<file path="src/rtl/restoring_divider.sv">
// Restoring divider: unsigned WIDTH-bit division, one quotient bit per clock.
// A three-state controller (IDLE, CALC, DONE) sequences a shift/subtract
// datapath. A zero divisor skips CALC and reports an all-ones quotient.
`timescale 1ns/1ps

module restoring_divider #(
   parameter int WIDTH = 8
) (
   input  logic             i_clk,
   input  logic             i_rst,
   input  logic             i_start,
   input  logic [WIDTH-1:0] i_dividend,
   input  logic [WIDTH-1:0] i_divisor,
   output logic             o_busy,
   output logic             o_done,
   output logic [WIDTH-1:0] o_quotient,
   output logic [WIDTH-1:0] o_remainder,
   output logic             o_div_by_zero
);

   // Controller states
   localparam logic [1:0] IDLE = 2'd0;
   localparam logic [1:0] CALC = 2'd1;
   localparam logic [1:0] DONE = 2'd2;

   // The counter value seen on the final CALC edge
   localparam logic [3:0] LAST_STEP = 4'(WIDTH - 1);

   logic [1:0]       r_state;
   logic [1:0]       w_nextState;
   logic [3:0]       r_count;

   // r_work starts out holding the dividend. Each step shifts its MSB into
   // the partial remainder and shifts the new quotient bit in at the LSB,
   // so after WIDTH steps it holds the complete quotient.
   logic [WIDTH-1:0] r_work;
   logic [WIDTH-1:0] r_divisor;
   logic [WIDTH-1:0] r_partial;

   logic [WIDTH:0]   w_shifted;
   logic [WIDTH:0]   w_trial;
   logic             w_qBit;
   logic [WIDTH-1:0] w_nextPartial;
   logic [WIDTH-1:0] w_nextWork;
   logic             w_accept;
   logic             w_zeroDivisor;
   logic             w_lastStep;

   assign w_accept      = (r_state == IDLE) && i_start;
   assign w_zeroDivisor = (i_divisor == '0);
   assign w_lastStep    = (r_count == LAST_STEP);

   // One restoring step: bring down the next dividend bit and try to subtract
   // the divisor. A clear borrow bit means the subtraction fits.
   assign w_shifted     = {r_partial, r_work[WIDTH-1]};
   assign w_trial       = w_shifted - {1'b0, r_divisor};
   assign w_qBit        = ~w_trial[WIDTH];
   assign w_nextPartial = w_qBit ? w_trial[WIDTH-1:0] : w_shifted[WIDTH-1:0];
   assign w_nextWork    = {r_work[WIDTH-2:0], w_qBit};

   assign o_busy = (r_state == CALC);
   assign o_done = (r_state == DONE);

   // Next-state logic: start is only honoured in IDLE, a zero divisor jumps
   // straight to DONE, and DONE always falls back to IDLE after one cycle.
   always_comb begin
      w_nextState = r_state;
      case (r_state)
         IDLE: begin
            if (i_start) begin
               w_nextState = w_zeroDivisor ? DONE : CALC;
            end
         end
         CALC: begin
            if (w_lastStep) begin
               w_nextState = DONE;
            end
         end
         DONE:    w_nextState = IDLE;
         default: w_nextState = IDLE;
      endcase
   end

   // State register
   always_ff @(posedge i_clk or posedge i_rst) begin
      if (i_rst) begin
         r_state <= IDLE;
      end else begin
         r_state <= w_nextState;
      end
   end

   // Operand capture on acceptance, then one shift/subtract step per CALC
   // edge. Operands are copied so later input changes cannot disturb the run.
   always_ff @(posedge i_clk or posedge i_rst) begin
      if (i_rst) begin
         r_count   <= '0;
         r_work    <= '0;
         r_divisor <= '0;
         r_partial <= '0;
      end else if (w_accept) begin
         r_count   <= '0;
         r_work    <= i_dividend;
         r_divisor <= i_divisor;
         r_partial <= '0;
      end else if (r_state == CALC) begin
         r_count   <= r_count + 4'd1;
         r_work    <= w_nextWork;
         r_partial <= w_nextPartial;
      end
   end

   // Result registers: loaded only when a division finishes (or is rejected
   // for a zero divisor) and otherwise held, so they stay stable during CALC.
   always_ff @(posedge i_clk or posedge i_rst) begin
      if (i_rst) begin
         o_quotient    <= '0;
         o_remainder   <= '0;
         o_div_by_zero <= 1'b0;
      end else if (w_accept && w_zeroDivisor) begin
         o_quotient    <= '1;
         o_remainder   <= i_dividend;
         o_div_by_zero <= 1'b1;
      end else if ((r_state == CALC) && w_lastStep) begin
         o_quotient    <= w_nextWork;
         o_remainder   <= w_nextPartial;
         o_div_by_zero <= 1'b0;
      end
   end

endmodule

</file>
<file path="config.mk">
export PLATFORM = sky130hd
export DESIGN_NAME = restoring_divider
export DESIGN_NICKNAME = d
export VERILOG_FILES = /design/src/rtl/restoring_divider.sv
export SDC_FILE = /design/constraint.sdc
export NUM_CORES = 1
export LEC_CHECK = 0
export ABC_AREA = 1
export CAP_MARGIN = 20
export CORE_MARGIN = 4
export CORE_UTILIZATION = 40
export DETAILED_ROUTE_END_ITERATION = 8
export GPL_TIMING_DRIVEN = 0
export SLEW_MARGIN = 25
export SYNTH_ARGS = -nofsm -noshare
export SYNTH_HDL_FRONTEND = slang
export SYNTH_SLANG_ARGS = --single-unit
</file>
<file path="constraint.sdc">
create_clock -name i_clk -period 1.9 [get_ports i_clk]
set_input_delay 0.19 -clock i_clk [delete_from_list [all_inputs] [get_ports i_clk]]
set_output_delay 0.19 -clock i_clk [all_outputs]
set_load 0.03 [all_outputs]
</file>
; After elaboration in Yosys (flattened, before gate mapping)
; Index checks and enable logic that the tools add are counted.
[op_classes]
bitwise = 1
n_eq_ne = 5
n_reduce_logical = 8
muxes = 17
n_addsub = 2
[ops]
columns = operator, count
row1 = $mux W8, 9
row2 = $sub A9 B8 Y9, 1
row3 = $logic_not A8 Y1, 1
row4 = $mux W4, 2
row5 = $mux W2, 3
row6 = $add A4 B1 Y4 const B, 1
row7 = $eq A4 B3 Y1 const B, 1
row8 = $pmux W2 S2, 1
row9 = $reduce_bool A2 Y1, 2
row10 = $logic_and A1 B1 Y1, 3
row11 = $eq A2 B1 Y1 const B, 1
row12 = $eq A2 B2 Y1 const B, 1
row13 = $logic_not A2 Y1, 1
row14 = $mux W1, 2
row15 = $ne A2 B1 Y1 const B, 1
row16 = $ne A2 B2 Y1 const B, 1
row17 = $reduce_and A2 Y1, 1
row18 = $not A1 Y1, 1
[totals]
regBits = 47
output_inout_bits = 19
in_bits = 19
word_cells = 41

; Depth between registers and ports, before layout
; Gate-level depths: netlist of the first run.
[depth]
word_depth = 4
depth_mapped = 14
mapped_depth_nobuf = 14

; Least setup slack after synthesis of the first run
; No wires, ideal clock.
[synth_path]
kind = flip-flop to flip-flop
from = register r_work[7]
to = register r_partial[7]
required_ns = 1.783
t_arrival_ns = 1.744
path_buffers = 0
synth_period_minus_slack_ns = 1.861
setup_ns = 0.117
setup_slack_ns = 0.039
path_stages_with_launch = 15
path_cell_list = dfrtp_1 > inv_1 > ha_1 > inv_1 > fa_1 > nand2_1 > nand2_1 > nand3_2 > nand2_1 > nand2_2 > nand2_4 > nand2_1 > nand2_1 > nand2_1 > nand2_1
[synth_via]
elab_chain_cells = 4
[synth_lines]
columns = item, line
row1 = start: declaration, 36  ; logic [WIDTH-1:0] r_work;
row2 = start signal: assignment, 103  ; r_work <= i_dividend;
row3 = start signal: assignment, 108  ; r_work <= w_nextWork;
row4 = $sub A9 B8 Y9, 56  ; assign w_trial = w_shifted - {1'b0, r_divisor};
row5 = $mux W8, 58  ; assign w_nextPartial = w_qBit ? w_trial[WIDTH-1:0] : w_shifted[WIDTH-1:0];
row6 = $mux W8, 106  ; end else if (r_state == CALC) begin
row7 = $mux W8, 101  ; end else if (w_accept) begin
row8 = end signal: assignment, 109  ; r_partial <= w_nextPartial;
row9 = end: declaration, 38  ; logic [WIDTH-1:0] r_partial;
; Every way passes these cells. The select of a mux whose other input is x is not followed.
; A chain may end at the register's enable or synchronous reset.

; Final worst setup path of the first run
[layout_path]
from = register r_work[7]
to = register r_partial[4]
; The elaborated chain is that of the path after synthesis.

==> qor.json, run 1 <==
{
  "drtPass1Iterations": {"value": 5},
  "cts.sink_count": {"value": 47},
  "hold_violation_total_from_the_final_report": {"value": 0},
  "clk_latency": {"value": 300, "unit": "ps"},
  "post_synth_mux_area_share": {"value": 0},
  "place_hpwl": {"value": 4480, "unit": "um"},
  "worstHoldPathType": {"value": "in2async"},
  "final_max_tran_viols": {"value": 0},
  "worstMarginPinSlew": {"value": 511, "unit": "ps"},
  "remaining_antenna_violation_count": {"value": 0},
  "synth-async-reset-ratio": {"value": 1.00},
  "postSynthNetCount": {"value": 360},
  "r2r.worst_path.cells": {"value": 12},
  "synth_seq_cells": {"value": 47},
  "clk_transition_reported_paths": {"value": 90, "unit": "ps"},
  "synth.most_common_cell": {"value": "nand2_1"},
  "gpl.final_weighted_congestion": {"value": 0.811},
  "post_synth_edffs": {"value": 0},
  "fmax": {"value": 527, "unit": "MHz"},
  "area_contributors_post_synth": {"value": "dfrtp_1 45%, nand2_1 14%, nand3_1 6.9%"},
  "number_of_warning_messages_in_the_yosys_log": {"value": 0},
  "clk_path_buf_depth": {"value": 2},
  "slew_headroom": {"value": 0.659},
  "syn_avg_cell_area": {"value": 7.87, "unit": "sq um"},
  "routed_via_density": {"value": 4.82},
  "grt_antenna_before_repair": {"value": 0},
  "cts_tree": {"value": "done"},
  "xor_xnor_portion_of_the_synthesized_cell_area": {"value": 0.0101},
  "cts_hold_repair_buffers": {"value": 0},
  "coreArea": {"value": 6350, "unit": "sq um"},
  "buffer_ports.inserted": {"value": 37},
  "area_post_placement": {"value": 3090, "unit": "sq um"},
  "layout-drive-gt1-share": {"value": 0.186},
  "post_synth_num_cell_types": {"value": 32},
  "drt_iter0_markers": {"value": 103},
  "final_wirelength": {"value": 6120, "unit": "um"},
  "synth_top_cell_by_area": {"value": "dfrtp_1"},
  "post_layout_net_count": {"value": 415},
  "crit_path_end_kind": {"value": "flop"},
  "cts.htree.levels": {"value": 2},
  "vias": {"value": 2237},
  "setup.worst_path.class": {"value": "reg2reg"},
  "synth_area": {"value": 2610, "unit": "sq um"},
  "synth_largest_type_area_fraction": {"value": 0.451},
  "synthesis.instances": {"value": 331},
  "die_x": {"value": 88.7, "unit": "um"},
  "post_synth_fa_ha_maj_area_fraction": {"value": 0.0509},
  "grt.overflow.total": {"value": 0},
  "tritoncts.num_buffers": {"value": 5},
  "layout-area-overhead-vs-synth": {"value": 33.2, "unit": "%"},
  "synth_compound_area_frac": {"value": 0.0778},
  "timing.critical_path.arrival": {"value": 2090, "unit": "ps"},
  "r2r_start": {"value": "r_work[7]"},
  "first_global_vias": {"value": 2150},
  "final_non_filler_cell_area": {"value": 3470, "unit": "sq um"},
  "grt_pass1_wl": {"value": 10000, "unit": "um"},
  "rsz0062_at_grt": {"value": "yes"},
  "skew": {"value": 6.37, "unit": "ps"},
  "synth-seq-area-share": {"value": 0.451},
  "initial_core_util": {"value": 0.410},
  "insertedDiodeCount": {"value": 0},
  "clock_tree.root_cell": {"value": "clkbuf_8"},
  "cp_max_fo": {"value": 5},
  "placementRows": {"value": 29},
  "outcome": {"value": "complete, no violations"},
  "synthFlopType": {"value": "dfrtp_1"},
  "floorplan.die.height": {"value": 88.7, "unit": "um"},
  "critical_path.startpoint_type": {"value": "flop"},
  "drc": {"value": 0},
  "synth_top_family_by_area": {"value": "simple AND/OR/NAND/NOR gates"},
  "pin_count_of_the_biggest_net_entering_global_routing": {"value": 33},
  "floorplan.die_area": {"value": 7870, "unit": "sq um"},
  "top_level_ports": {"value": 38},
  "grt_use_total": {"value": 0.164},
  "worst_setup_path_startpoint": {"value": "r_work[7]"},
  "synth_simple_gate_area_frac": {"value": 0.305},
  "finalWorstPathRequiredPeriod": {"value": 1900, "unit": "ps"},
  "synth_commonest_cells": {"value": "99 x nand2_1, 48 x inv_1, 47 x dfrtp_1"},
  "cp.required": {"value": 2090, "unit": "ps"},
  "maxCapViolCount": {"value": 0},
  "final-setup-viol-count": {"value": 0},
  "routed_wire_length_per_instance": {"value": 13.2, "unit": "um"},
  "min_period_over_period": {"value": 0.999}
}
==> flip-flops by register name, summed over array words and instances (netlist names) <==
| register | cells |
|---|---|
| o_quotient | 8 |
| o_remainder | 8 |
| r_divisor | 8 |
| r_partial | 8 |
| r_work | 8 |
| r_count | 4 |
| r_state | 2 |
| o_div_by_zero | 1 |
==> path summary, 6_finish.rpt <==
check	endpoint	slack (ps)
worst max register to register	r_partial[4]	2
worst min register to register	r_divisor[7]	490
worst min-delay path	r_count[0]	190
max in group asynchronous	o_remainder[2]	1230
worst max-delay path	r_partial[4]	2
min in group i_clk	r_divisor[2]	460
==> repair_timing <==
action	in CTS	in global routing
pin swaps	9	10
gates cloned	2	1
endpoints found under the setup margin	19	18
setup buffers	3	4
gates resized for setup	26	23
==> logic make-up after synthesis <==
group                    after synthesis
AO/OA/AOI/OAI                         33
XOR/XNOR                               3
adder cells (fa/ha/maj)               10
buffers and inverters                 66
flip-flops                            47
AND/OR/NAND/NOR                      172
==> layer usage <==
metal  GRT usage  part of all wire
met5           0                 0
met4      0.0646             0.017
met3      0.0289             0.042
met2       0.275              0.50
met1       0.211              0.44
==> critical path, stage by stage (launching register included) <==
cell,delay [ps]
dfrtp_1,410
inv_4,90
ha_4,150
inv_4,30
fa_2,340
nand2_2,80
nand2_4,60
nand3_4,100
nand2_4,90
nand2_2,150
nand3b_1,130
nand3_1,100
nand2_1,50
==> layout make-up <==
type                    instances  area, sq um
inverters                      60          235
plain buffers                   6         42.5
multi-input cells             221         1380
fillers                       613         2880
repair buffers                 45          442
clock inverters                 1         7.51
well taps                      77         96.3
clock buffers                   7         96.3
flip-flops and latches         47         1180
==> metrics by stage <==
| stage | util | TNS, ps | instances | hold slack, ps | setup slack, ps |
|---|---|---|---|---|---|
| finish | 0.547 | 0 | 464 | 186 | 2.11 |
| global route | 0.547 | -1130 | 464 | 221 | -95.3 |
| CTS | 0.524 | -367 | 459 | 198 | -47.6 |
| detailed placement | 0.487 | -4880 | 446 | 473 | -299 |
| global placement | 0.484 | -23490 | 445 | 467 | -400 |
| floorplan | - | 0 | 331 | 317 | 39.0 |
==> cell usage in the layout (no fill, tap or decap), types with 2 or more instances in the layout <==
master,Yosys,layout
nor2_1,16,15
xnor2_1,2,2
nand3_2,2,9
nand3_4,0,3
dfrtp_1,47,47
o21ai_0,11,11
nand2_4,4,9
nand3b_1,5,5
nand2_8,0,2
nand2_1,99,84
inv_1,48,45
a21oi_1,11,10
ha_1,9,7
o221ai_1,7,7
nand4_1,4,4
buf_4,3,10
clkdlybuf4s50_1,0,36
nor2_2,1,2
nand3_1,36,27
clkinv_1,8,8
nand2_2,2,12
clkbuf_8,0,7
inv_2,2,3
inv_4,2,4
Power of run 1 is left out: the tool's default activity adds up to more than one toggle a clock period on the data nets, which glitch-free logic cannot reach.
==> run 2, diff against run 1 <==
Settings changed: CORE_UTILIZATION 40 to 49, PLACE_DENSITY set to 0.76.
==> run 2 against run 1 <==
Against the previous run:
- the flow now finishes with violations (negative setup slack)
- register-to-register slack about the same
- routed wire length is 4.6% higher
- setup slack got worse by 3.9 ps
==> qor.json, run 2 (synthesis results as in run 1) <==
{
  "worstHoldPathType": {"value": "in2async"},
  "min_period_over_period": {"value": 1.00},
  "worst_slack_at_placement": {"value": -223, "unit": "ps"},
  "first_global_vias": {"value": 2317},
  "grt.overflow.total": {"value": 0},
  "worstMarginPinSlew": {"value": 663, "unit": "ps"},
  "floorplan.die.height": {"value": 80.9, "unit": "um"},
  "vias": {"value": 2354},
  "gpl.final_weighted_congestion": {"value": 0.849},
  "area_of_combinational_cells_with_multiple_inputs": {"value": 1350, "unit": "sq um"},
  "slew_headroom": {"value": 0.557},
  "cp_common_cell": {"value": "nand2_4"},
  "clk_transition_reported_paths": {"value": 100, "unit": "ps"},
  "die_x": {"value": 80.9, "unit": "um"},
  "setup_slack": {"value": -1.84, "unit": "ps"},
  "drc": {"value": 0},
  "critical-path-max-stage-delay": {"value": 380, "unit": "ps"},
  "drt_iter0_markers": {"value": 105},
  "rsz0062_at_grt": {"value": "yes"},
  "grt_pass1_wl": {"value": 10600, "unit": "um"},
  "tritoncts.num_buffers": {"value": 5},
  "crit_path_end_kind": {"value": "flop"},
  "cell_type_group_with_the_largest_total_delay_on_the_critical_path": {"value": "simple AND/OR/NAND/NOR gates"},
  "outcome": {"value": "finished, violations left"},
  "timing.critical_path.arrival": {"value": 2090, "unit": "ps"},
  "clk_latency": {"value": 300, "unit": "ps"},
  "setup.worst_path.class": {"value": "reg2reg"},
  "critical_path.n_buffers_inverters": {"value": 2},
  "critical_path.startpoint_type": {"value": "flop"},
  "fin_setup_tns": {"value": -1.84, "unit": "ps"},
  "grt_antenna_before_repair": {"value": 0},
  "cts_tree": {"value": "done"},
  "grt_use_total": {"value": 0.209},
  "floorplan.die_area": {"value": 6550, "unit": "sq um"},
  "layoutNonFillerInstCount": {"value": 455},
  "maxCapViolCount": {"value": 0},
  "cp.required": {"value": 2080, "unit": "ps"},
  "layout-area-overhead-vs-synth": {"value": 31.3, "unit": "%"},
  "place_hpwl": {"value": 4500, "unit": "um"},
  "cts.sink_count": {"value": 47},
  "post_layout_net_count": {"value": 413},
  "final_cell_mix": {"value": "88 x nand2_1, 47 x dfrtp_1, 45 x inv_1, 36 x clkdlybuf4s50_1, 31 x nand3_1"},
  "final.hold.worst_slack": {"value": 297, "unit": "ps"},
  "cts.htree.levels": {"value": 2},
  "coreArea": {"value": 5140, "unit": "sq um"},
  "timing.critical_path.cells": {"value": "inv_2 -> ha_4 -> inv_4 -> fa_2 -> nand2_2 -> nand2_4 -> nand3_4 -> nand2_4 -> nand2_8 -> nand2_8 -> nand2_4 -> nand2_2 -> nand2_1 -> nand2_1"},
  "failed_checks": {"value": "negative setup slack"},
  "routed_via_density": {"value": 5.17},
  "clock_tree.root_cell": {"value": "clkbuf_8"},
  "top_level_ports": {"value": 38},
  "final-setup-viol-count": {"value": 1},
  "routed_wire_length_per_instance": {"value": 14.1, "unit": "um"},
  "remaining_antenna_violation_count": {"value": 0},
  "placementRows": {"value": 26},
  "clk_path_buf_depth": {"value": 2},
  "fmax": {"value": 526, "unit": "MHz"},
  "layout-drive-gt1-share": {"value": 0.158},
  "buffer_ports.inserted": {"value": 37},
  "fill_count": {"value": 485},
  "final_wirelength": {"value": 6400, "unit": "um"},
  "final_max_tran_viols": {"value": 0},
  "drtPass1Iterations": {"value": 4},
  "hold_violation_total_from_the_final_report": {"value": 0},
  "final_common_cell": {"value": "nand2_1"},
  "initial_core_util": {"value": 0.507},
  "insertedDiodeCount": {"value": 0},
  "finalWorstPathRequiredPeriod": {"value": 1900, "unit": "ps"},
  "timing.critical_path.slowest_stage_cell": {"value": "dfrtp_1"},
  "ff_latch_area": {"value": 1180, "unit": "sq um"},
  "pin_count_of_the_biggest_net_entering_global_routing": {"value": 30},
  "dp.cells": {"value": 439},
  "skew": {"value": 9.91, "unit": "ps"},
  "cp_max_fo": {"value": 5}
}
-- run 2: cell types whose count changed in the layout (fill, tap and decap cells not counted), sizes merged --
cell	previous run	this run
buf	13	11
clkbuf	8	7
clkinv	8	9
-- run 2: area by class of cell --
type / count / area share
Multi-Input combinational cell: 221 / 0.394
Sequential cell: 47 / 0.344
Timing Repair Buffer: 43 / 0.127
Inverter: 60 / 0.0680
Tap cell: 70 / 0.0256
Clock buffer: 6 / 0.0241
Buffer: 6 / 0.0124
Clock inverter: 2 / 0.00475
-- run 2: worst paths after layout --
| path | start | end | slack [ps] | cells past startpoint |
|---|---|---|---|---|
| min | i_rst | r_partial[7] | 300 | 2 |
| max in group asynchronous | i_rst | o_remainder[5] | 1070 | 3 |
| max | r_work[7] | o_remainder[7] | -2 | 14 |
| max reg2reg | r_work[7] | o_remainder[7] | -2 | 14 |
| min reg2reg | r_divisor[3] | r_divisor[3] | 490 | 2 |
| min in group i_clk | i_divisor[0] | r_divisor[0] | 470 | 3 |
-- run 2: repair_timing --
item,CTS,global route
gates cloned,3,0
gates resized for setup,21,18
endpoints found under the setup margin,19,18
hold buffers,0,0
buffers inserted,2,3
pin swaps,9,11
-- run 2: layer usage --
metal / global-route usage / wire, um / share of wire / vias up
li1: - / - / - / 1161
met1: 0.250 / 2660 / 0.42 / 1116
met2: 0.382 / 3330 / 0.52 / 63
met3: 0.0310 / 283 / 0.044 / 14
met4: 0.0693 / 127 / 0.020 / 0
met5: 0 / 0 / 0 / -
-- run 2: metrics by stage --
stage | instance area, sq um | util
after floorplan | 2610 | -
after global placement | 3060 | 0.596
after detailed placement | 3090 | 0.602
after CTS | 3320 | 0.647
after global routing | 3420 | 0.666
final | 3420 | 0.666
Power of run 2 is left out for the same reason.
==> run 3, diff against run 2 <==
Settings changed: CTS_BUF_LIST set to sky130_fd_sc_hd__clkbuf_16.
==> run 3 against run 2 <==
Against the previous run:
- the flow still finishes with violations (negative setup slack)
- via count increased by 3.0%
- flip-flop and latch count unchanged
- hold slack improved by 15 ps
- routed wire length increased by 10%
- highest routed layer unchanged
- die area unchanged
- register-to-register slack got worse by 80 ps
- cell count increased by 0.22%
==> qor.json, run 3 (synthesis results as in run 1) <==
{
  "final-setup-viol-count": {"value": 8},
  "layout-drive-gt1-share": {"value": 0.174},
  "timing.critical_path.slowest_stage_cell": {"value": "dfrtp_1"},
  "place_hpwl": {"value": 4500, "unit": "um"},
  "worstMarginPinSlew": {"value": 673, "unit": "ps"},
  "top_level_ports": {"value": 38},
  "final_cell_mix": {"value": "85 x nand2_1, 47 x dfrtp_1, 45 x inv_1, 36 x clkdlybuf4s50_1, 29 x nand3_1"},
  "fin_setup_tns": {"value": -185, "unit": "ps"},
  "grt_use_total": {"value": 0.225},
  "setup_slack": {"value": -79.8, "unit": "ps"},
  "maxCapViolCount": {"value": 0},
  "routed.top_layer": {"value": "met4"},
  "critical_path.startpoint_type": {"value": "flop"},
  "fill_count": {"value": 454},
  "final_wirelength": {"value": 7060, "unit": "um"},
  "timing.critical_path.cells": {"value": "inv_2 -> ha_4 -> inv_4 -> fa_2 -> nand2_2 -> nand2_4 -> nand3_4 -> nand2_4 -> nand2_8 -> nand3b_1 -> nand3_1 -> nand2_1"},
  "die_x": {"value": 80.9, "unit": "um"},
  "pin_count_of_the_biggest_net_entering_global_routing": {"value": 30},
  "first_global_vias": {"value": 2384},
  "post_layout_net_count": {"value": 414},
  "coreArea": {"value": 5140, "unit": "sq um"},
  "area_post_placement": {"value": 3090, "unit": "sq um"},
  "vias": {"value": 2424},
  "buffer_ports.inserted": {"value": 37},
  "cp_max_fo": {"value": 5},
  "detail_route.wirelength.met1": {"value": 2770, "unit": "um"},
  "placementRows": {"value": 26},
  "final_common_cell": {"value": "nand2_1"},
  "final_max_tran_viols": {"value": 0},
  "slew_headroom": {"value": 0.551},
  "drtPass1Iterations": {"value": 4},
  "drt_iter0_markers": {"value": 104},
  "routed_wire_length_per_instance": {"value": 15.5, "unit": "um"},
  "cts_tree": {"value": "done"},
  "cts.sink_count": {"value": 47},
  "failed_checks": {"value": "negative setup slack"},
  "final_core_util": {"value": 0.685},
  "fmax": {"value": 505, "unit": "MHz"},
  "floorplan.die.height": {"value": 80.9, "unit": "um"},
  "grt_pass1_wl": {"value": 11100, "unit": "um"},
  "gpl.final_weighted_congestion": {"value": 0.849},
  "drc": {"value": 0},
  "layout-area-overhead-vs-synth": {"value": 35.1, "unit": "%"},
  "floorplan.die_area": {"value": 6550, "unit": "sq um"},
  "tritoncts.num_buffers": {"value": 5},
  "timing.critical_path.arrival": {"value": 2160, "unit": "ps"},
  "finalWorstPathRequiredPeriod": {"value": 1980, "unit": "ps"},
  "clk_latency": {"value": 300, "unit": "ps"},
  "clk_path_buf_depth": {"value": 2},
  "clock_tree.root_cell": {"value": "clkbuf_16"},
  "routed_via_density": {"value": 5.32},
  "clk_transition_reported_paths": {"value": 70, "unit": "ps"},
  "critical-path-max-stage-delay": {"value": 370, "unit": "ps"},
  "remaining_antenna_violation_count": {"value": 0},
  "rsz0062_at_grt": {"value": "yes"},
  "cts.htree.levels": {"value": 2},
  "routed-wl-met2": {"value": 3660, "unit": "um"},
  "min_period_over_period": {"value": 1.04},
  "initial_core_util": {"value": 0.507},
  "outcome": {"value": "finished, violations left"},
  "cts_hold_repair_buffers": {"value": 0},
  "insertedDiodeCount": {"value": 0},
  "setup.worst_path.class": {"value": "reg2reg"},
  "worstHoldPathType": {"value": "in2async"},
  "area_of_combinational_cells_with_multiple_inputs": {"value": 1390, "unit": "sq um"},
  "grt_antenna_before_repair": {"value": 0},
  "r2r_setup_slack": {"value": -80, "unit": "ps"},
  "final_non_filler_cell_area": {"value": 3520, "unit": "sq um"},
  "met3RoutedLength": {"value": 354, "unit": "um"},
  "cp_common_cell": {"value": "nand2_4"},
  "grt.overflow.total": {"value": 0},
  "hold_violation_total_from_the_final_report": {"value": 0},
  "crit_path_end_kind": {"value": "flop"},
  "final.hold.worst_slack": {"value": 312, "unit": "ps"},
  "ff_latch_area": {"value": 1180, "unit": "sq um"},
  "cp.required": {"value": 2080, "unit": "ps"},
  "skew": {"value": 8.76, "unit": "ps"}
}
-- run 3: cell types whose count changed in the layout (fill, tap and decap cells not counted), sizes merged --
| cell | previous run | this run |
|---|---|---|
| buf | 11 | 12 |
| clkbuf | 7 | 6 |
| clkinv | 9 | 10 |
-- run 3: final timing paths --
| path | from | depth (start not counted) | endpoint |
|---|---|---|---|
| worst min register to register | r_divisor[3] | 2 | r_divisor[3] |
| worst max-delay path | r_work[7] | 12 | o_remainder[3] |
| min in group i_clk | i_divisor[0] | 3 | r_divisor[0] |
| worst max register to register | r_work[7] | 12 | o_remainder[3] |
| worst min-delay path | i_rst | 2 | r_count[3] |
| max in group asynchronous | i_rst | 3 | r_partial[4] |
-- run 3: final cells by class --
cell class | count | area share
Buffer | 6 | 0.0121
Inverter | 60 | 0.0661
Clock inverter | 3 | 0.00569
Multi-Input combinational cell | 221 | 0.395
Clock buffer | 5 | 0.0355
Timing Repair Buffer | 44 | 0.127
Tap cell | 70 | 0.0249
Sequential cell | 47 | 0.334
-- run 3: worst max-delay path, delay by kind of cell (launching register included) --
family,cells,cell delay [ps]
and+or+nand+nor,8,860
DFF,1,370
adders and majority gates,2,490
buffers and inverters,2,130
-- run 3: routing by layer --
layer  vias up  track usage
met4         0        0.105
met3        21       0.0521
li1       1173            -
met1      1159        0.257
met2        71        0.396
met5         -            0
-- run 3: through the flow --
| stage | cells | setup WS [ps] |
|---|---|---|
| 6_report | 456 | -79.8 |
| 5_1_grt | 456 | -168 |
| 4_1_cts | 453 | -20.8 |
| 3_5_place_dp | 439 | -223 |
| 3_3_place_gp | 438 | -339 |
| 2_1_floorplan | 331 | 39.0 |
-- run 3: timing repair --
| action | in CTS | in global routing |
|---|---|---|
| resized for setup | 20 | 29 |
| pin swaps | 12 | 11 |
| cloned | 3 | 0 |
| setup buffers | 3 | 3 |
| endpoints found under the setup margin | 19 | 18 |
Power of run 3 is left out for the same reason.
